<file path="src/rtl/id_stage_pipe.sv">
// RV32I ALU decode (OP-IMM/OP/LUI/AUIPC) with EX/MEM forwarding, registered into an ID/EX stage.
// One cycle from accept to out_valid; holds while out_ready=0; flush drops held and incoming.
module id_stage_pipe #(
  parameter int XLEN       = 32,
  parameter int REG_ADDR_W = 5,
  parameter bit FWD_EN     = 1'b1
) (
  input  logic                  clk,
  input  logic                  rst,
  input  logic                  in_valid,
  output logic                  in_ready,
  input  logic [XLEN-1:0]       pc_i,
  input  logic [31:0]           inst_i,
  output logic                  reg1_read_o,
  output logic                  reg2_read_o,
  output logic [REG_ADDR_W-1:0] reg1_addr_o,
  output logic [REG_ADDR_W-1:0] reg2_addr_o,
  input  logic [XLEN-1:0]       reg1_data_i,
  input  logic [XLEN-1:0]       reg2_data_i,
  input  logic                  ex_wd_i,
  input  logic [REG_ADDR_W-1:0] ex_wreg_i,
  input  logic [XLEN-1:0]       ex_wdata_i,
  input  logic                  mem_wd_i,
  input  logic [REG_ADDR_W-1:0] mem_wreg_i,
  input  logic [XLEN-1:0]       mem_wdata_i,
  input  logic                  flush_i,
  output logic                  out_valid,
  input  logic                  out_ready,
  output logic [6:0]            aluop_o,
  output logic [2:0]            alufunct3_o,
  output logic                  alufunct7b5_o,
  output logic [XLEN-1:0]       reg1_o,
  output logic [XLEN-1:0]       reg2_o,
  output logic [REG_ADDR_W-1:0] wreg_o,
  output logic                  wd_o,
  output logic [XLEN-1:0]       pc_o,
  output logic                  illegal_o
);
  localparam logic [6:0] OPC_OP_IMM = 7'b0010011;
  localparam logic [6:0] OPC_OP     = 7'b0110011;
  localparam logic [6:0] OPC_LUI    = 7'b0110111;
  localparam logic [6:0] OPC_AUIPC  = 7'b0010111;

  typedef struct packed {
    logic [6:0]            op;
    logic [2:0]            funct3;
    logic                  funct7b5;
    logic [XLEN-1:0]       reg1;
    logic [XLEN-1:0]       reg2;
    logic [REG_ADDR_W-1:0] wreg;
    logic                  wd;
    logic [XLEN-1:0]       pc;
    logic                  illegal;
  } idex_t;

  idex_t                 idex_d, idex_q;
  logic                  valid_d, valid_q;
  logic                  load;
  logic [6:0]            opcode, funct7;
  logic [2:0]            funct3;
  logic [REG_ADDR_W-1:0] rs1, rs2, rd;
  logic [XLEN-1:0]       imm_i, imm_u, shamt;
  logic                  legal, rd1, rd2;
  logic [XLEN-1:0]       alt1, alt2, op1, op2;

  assign opcode = inst_i[6:0];
  assign funct3 = inst_i[14:12];
  assign funct7 = inst_i[31:25];
  assign rs1    = REG_ADDR_W'(inst_i[19:15]);
  assign rs2    = REG_ADDR_W'(inst_i[24:20]);
  assign rd     = REG_ADDR_W'(inst_i[11:7]);
  assign imm_i  = XLEN'($signed(inst_i[31:20]));
  assign imm_u  = XLEN'($signed({inst_i[31:12], 12'b0}));
  assign shamt  = XLEN'(inst_i[24:20]);

  always_comb begin
    legal = 1'b0;
    rd1   = 1'b0;
    rd2   = 1'b0;
    alt1  = '0;
    alt2  = '0;
    case (opcode)
      OPC_OP_IMM: begin
        rd1   = 1'b1;
        legal = 1'b1;
        alt2  = imm_i;
        if (funct3 == 3'b001 || funct3 == 3'b101) begin
          alt2  = shamt;
          legal = (funct7 == 7'b0000000) || (funct3 == 3'b101 && funct7 == 7'b0100000);
        end
      end
      OPC_OP: begin
        rd1   = 1'b1;
        rd2   = 1'b1;
        legal = (funct7 == 7'b0000000) ||
                (funct7 == 7'b0100000 && (funct3 == 3'b000 || funct3 == 3'b101));
      end
      OPC_LUI: begin
        legal = 1'b1;
        alt2  = imm_u;
      end
      OPC_AUIPC: begin
        legal = 1'b1;
        alt1  = pc_i;
        alt2  = imm_u;
      end
      default: ;
    endcase
  end

  // x0 reads as zero ahead of any forward; EX is younger than MEM so it wins.
  function automatic logic [XLEN-1:0] pick_operand(
    input logic rd_en, input logic [REG_ADDR_W-1:0] addr,
    input logic [XLEN-1:0] rf_data, input logic [XLEN-1:0] alt,
    input logic ex_wd, input logic [REG_ADDR_W-1:0] ex_wreg, input logic [XLEN-1:0] ex_wdata,
    input logic mem_wd, input logic [REG_ADDR_W-1:0] mem_wreg, input logic [XLEN-1:0] mem_wdata);
    if (!rd_en) return alt;
    if (addr == '0) return '0;
    if (FWD_EN && ex_wd && ex_wreg == addr) return ex_wdata;
    if (FWD_EN && mem_wd && mem_wreg == addr) return mem_wdata;
    return rf_data;
  endfunction

  assign op1 = pick_operand(rd1, rs1, reg1_data_i, alt1, ex_wd_i, ex_wreg_i, ex_wdata_i,
                            mem_wd_i, mem_wreg_i, mem_wdata_i);
  assign op2 = pick_operand(rd2, rs2, reg2_data_i, alt2, ex_wd_i, ex_wreg_i, ex_wdata_i,
                            mem_wd_i, mem_wreg_i, mem_wdata_i);

  always_comb begin
    idex_d          = '0;
    idex_d.op       = opcode;
    idex_d.funct3   = funct3;
    idex_d.funct7b5 = inst_i[30];
    idex_d.reg1     = legal ? op1 : '0;
    idex_d.reg2     = legal ? op2 : '0;
    idex_d.wreg     = rd;
    idex_d.wd       = legal && (rd != '0);
    idex_d.pc       = pc_i;
    idex_d.illegal  = !legal;
  end

  assign in_ready = !valid_q || out_ready;
  assign load     = in_valid && in_ready && !flush_i;

  always_comb begin
    valid_d = valid_q;
    if (flush_i)        valid_d = 1'b0;
    else if (load)      valid_d = 1'b1;
    else if (out_ready) valid_d = 1'b0;
  end

  always_ff @(posedge clk or posedge rst) begin
    if (rst) begin
      valid_q   <= 1'b0;
      idex_q    <= '0;
      idex_q.op <= OPC_OP_IMM;
    end else begin
      valid_q <= valid_d;
      if (load) idex_q <= idex_d;
    end
  end

  assign reg1_read_o   = !rst && rd1;
  assign reg2_read_o   = !rst && rd2;
  assign reg1_addr_o   = rst ? '0 : rs1;
  assign reg2_addr_o   = rst ? '0 : rs2;
  assign out_valid     = valid_q;
  assign aluop_o       = idex_q.op;
  assign alufunct3_o   = idex_q.funct3;
  assign alufunct7b5_o = idex_q.funct7b5;
  assign reg1_o        = idex_q.reg1;
  assign reg2_o        = idex_q.reg2;
  assign wreg_o        = idex_q.wreg;
  assign wd_o          = idex_q.wd;
  assign pc_o          = idex_q.pc;
  assign illegal_o     = idex_q.illegal;
endmodule

</file>
<file path="config.mk">
export PLATFORM = sky130hd
export DESIGN_NAME = id_stage_pipe
export DESIGN_NICKNAME = d
export VERILOG_FILES = /design/src/rtl/id_stage_pipe.sv
export SDC_FILE = /design/constraint.sdc
export NUM_CORES = 1
export LEC_CHECK = 0
export ABC_CLOCK_PERIOD_IN_PS = 5400
export CELL_PAD_IN_SITES_DETAIL_PLACEMENT = 1
export CELL_PAD_IN_SITES_GLOBAL_PLACEMENT = 2
export CORE_ASPECT_RATIO = 1.4
export CORE_MARGIN = 1
export CORE_UTILIZATION = 22
export DETAILED_ROUTE_END_ITERATION = 6
export GPL_TIMING_DRIVEN = 0
export PLACE_DENSITY = 0.91
export SKIP_CTS_REPAIR_TIMING = 1
export SLEW_MARGIN = 20
export SYNTH_ARGS = -nofsm -noshare
export SYNTH_HDL_FRONTEND = slang
export SYNTH_SLANG_ARGS = --single-unit
</file>
<file path="constraint.sdc">
create_clock -name clk -period 5.4 [get_ports clk]
set_clock_uncertainty 0.15 [all_clocks]
set_input_delay 1.35 -clock clk [delete_from_list [all_inputs] [get_ports clk]]
set_output_delay 1.35 -clock clk [all_outputs]
set_load 0.02 [all_outputs]
</file>
==> metrics <==
area leader, netlist dfrtp_1; DRT iter0 DRCs ~260; status completed; First-pass DRT Iterations 6; WP buf/inv 4; Clock Pin Slew Worst Setup and Hold Paths about 60 ps; post-synth top area share 40.8%; hold_ws between 300 and 400 ps; first-pass GRT wire length around 52,000 um; type of the most critical hold path reg -> reg; root buffer cell clkbuf_16; die area between 30,000 and 40,000 um2; Post-Synthesis Cells 793; Num CTS Buffers 17; synthesized flop and latch total ~120; average size of a mapped cell just under 9 um2; Leakage around 0.005 uW; post-place setup slack 309 ps; max-cap violations 0; Die W 151 um; worst setup margin about 360 ps; # fillers 3,595; fin. max-slew vios 0; EDFF count, synth 0; Async SR Flop Fraction 100%; Vias/cell 4.83; P&R area growth vs syn 64.9%; HPWL Detailed about 28,000 um; worst path required time just under 4000 ps; Synth cell types a little under 50; worst slew pin tran 991 ps; gr ovfl total 0; num ports between 300 and 400; Slew HR 33.9%; synthesized area a little under 7000 um2; Setup crit start kind input port; vias in the first global route 8,296; CTS tree built; Worst Path Arrival about 3500 ps; Fmax just under 0.2 GHz; post-route clock period utilization a little over 90%; initial antenna violation count 1; endpoints failing setup 0; maximum fanout along the worst path 10; P per Cell Area around 250 nW/um2; Post-route DRC 0; syn_nets 1,002; Worst IR Drop VDD 0.193 mV; unrepaired setup endpoints after global routing false; CTS Sinks 115; Core Util, Final between 30% and 40%; IO buf count between 300 and 400; yosys synthesis warning count 0; Max stage delay cell, worst path clkdlybuf4s50_1; CP Class in -> out; Main synth FF type dfrtp_1; Nets 1,353; Seq/Total Area, Yosys around two fifths; Core Rows 76; DR WL/cell between 20 and 25 um; ANT nets after route 0; final hold viol count 0; total global-route track usage between 20% and 30%; clock latency on the worst-skew pair about 430 ps; pin count of the biggest net entering global routing 60; via count 7,472; delay-heaviest family, CP buffers and inverters; total core area between 30,000 and 40,000 um2; Synth area leaders dfrtp_1 (41%), nand2_1 (12%), o21ai_0 (6.6%); worst-path cell chain clkdlybuf4s50_1 > clkbuf_1 > clkbuf_1 > and2_1 > clkdlybuf4s50_1; DRT Wirelength 35,100 um; Worst setup EP type output pin; Max clock buf depth 2; Initial Util approximately 22%; Final Wtd Congestion ~0.84; H-tree levels 4; final critical-path required period slightly above 5000 ps; layout cells sized above 1 about a tenth; die height about 210 um; Worst path max stage delay roughly 600 ps
-- synthesized netlist by cell type (2+ instances only) --
cell,instances
nor2_1,41
nor4_1,4
o211ai_2,5
inv_1,6
or4_1,2
a31o_2,18
mux2i_1,38
mux2_2,32
nor3_1,2
a21oi_1,7
o211ai_1,17
nor2b_1,12
and3_1,6
xnor2_1,8
a2111oi_0,4
dfrtp_1,112
xor2_1,12
a2111oi_1,2
buf_1,5
a221o_1,6
and2_1,22
o41ai_2,5
o21ai_0,90
buf_4,5
a2bb2oi_1,5
nand2_1,215
o2111ai_1,2
buf_2,15
dfstp_2,3
nand3_1,2
a31o_1,2
a22oi_1,33
clkbuf_1,39
-- worst min-delay path: cells and delay by family, from the launching register on --
| kind | cells | cell delay, ps |
|---|---|---|
| and+or+nand+nor | 2 | 100 |
| DFF | 1 | 370 |
-- metal layers --
layer | part of all wire, % | routed length, um | vias up | GRT usage (%)
met4 | 5.0 | 1750 | 0 | 12.5
li1 | - | - | 3469 | -
met3 | 6.3 | 2220 | 74 | 5.59
met5 | 0 | 0 | - | 0
met1 | 38 | 13400 | 3652 | 24.2
met2 | 51 | 17800 | 277 | 39.4
-- final cells by class --
type / instances / area (um2) / share of cell area, %
diodes: 1 / 2.50 / 0.0221
plain buffers: 65 / 289 / 2.55
clock buffers: 23 / 468 / 4.13
clock inverters: 9 / 153 / 1.35
inverters: 6 / 30.0 / 0.265
multi-input cells: 607 / 3670 / 32.4
flip-flops and latches: 115 / 2880 / 25.4
well taps: 390 / 488 / 4.31
repair buffers: 332 / 3340 / 29.5
-- registers in the layout, summed over array words and instances, names as in the netlist --
| signal | cells |
|---|---|
| out_valid | 1 |
| reg1_o | 32 |
| illegal_o | 1 |
| alufunct3_o | 3 |
| wd_o | 1 |
| aluop_o | 7 |
| alufunct7b5_o | 1 |
| reg2_o | 32 |
| wreg_o | 5 |
| pc_o | 32 |
-- through the flow --
step	instance area, um2	instances	setup TNS, ps	total power, uW
after detailed placement	10700	1515	0	1610
after CTS	11300	1547	0	2860
final	11300	1548	0	2820
after global placement	10700	1514	-236180	1590
after global routing	11300	1548	0	2940
after floorplan	6870	793	0	1220
-- power breakdown --
part | internal [uW] | leakage, uW | switching [uW] | total, uW
logic | 321 | 0.00308 | 308 | 629
clock network | 795 | 0.000293 | 439 | 1230
registers | 924 | 0.00152 | 33.3 | 957
-- worst paths after layout --
kind,startpoint,end,slack [ps],depth (start not counted)
max,inst_i[5],reg2_read_o,360,5
min in group asynchronous,rst,reg1_o[31]$_DFFE_PP0P_,1780,3
max reg2reg,out_valid$_DFFE_PP0P_,reg1_o[16]$_DFFE_PP0P_,2350,6
min,aluop_o[0]$_DFFE_PP1P_,aluop_o[0]$_DFFE_PP1P_,310,2
min reg2reg,aluop_o[0]$_DFFE_PP1P_,aluop_o[0]$_DFFE_PP1P_,310,2
max in group asynchronous,rst,pc_o[4]$_DFFE_PP0P_,2660,4
-- cell families after synthesis --
group	synth area share [%]
AO/OA/AOI/OAI	20.1
AND/OR/NAND/NOR	20.1
buffers and inverters	4.54
XOR/XNOR	2.55
multiplexers	10.8
flip-flops	42.0
-- placed cells by master (no fill, tap or decap), types with 7 or more instances in the layout --
cell	instances
clkdlybuf4s50_1	331
nand2_1	215
dfrtp_1	112
o21ai_0	90
clkbuf_1	43
nor2_1	41
mux2i_1	38
a22oi_1	33
mux2_2	32
and2_1	22
a31o_2	18
o211ai_1	17
clkbuf_16	17
buf_2	15
nor2b_1	12
xor2_1	12
xnor2_1	8
a21oi_1	7
Note: power is estimated with default switching activity, not from simulation.
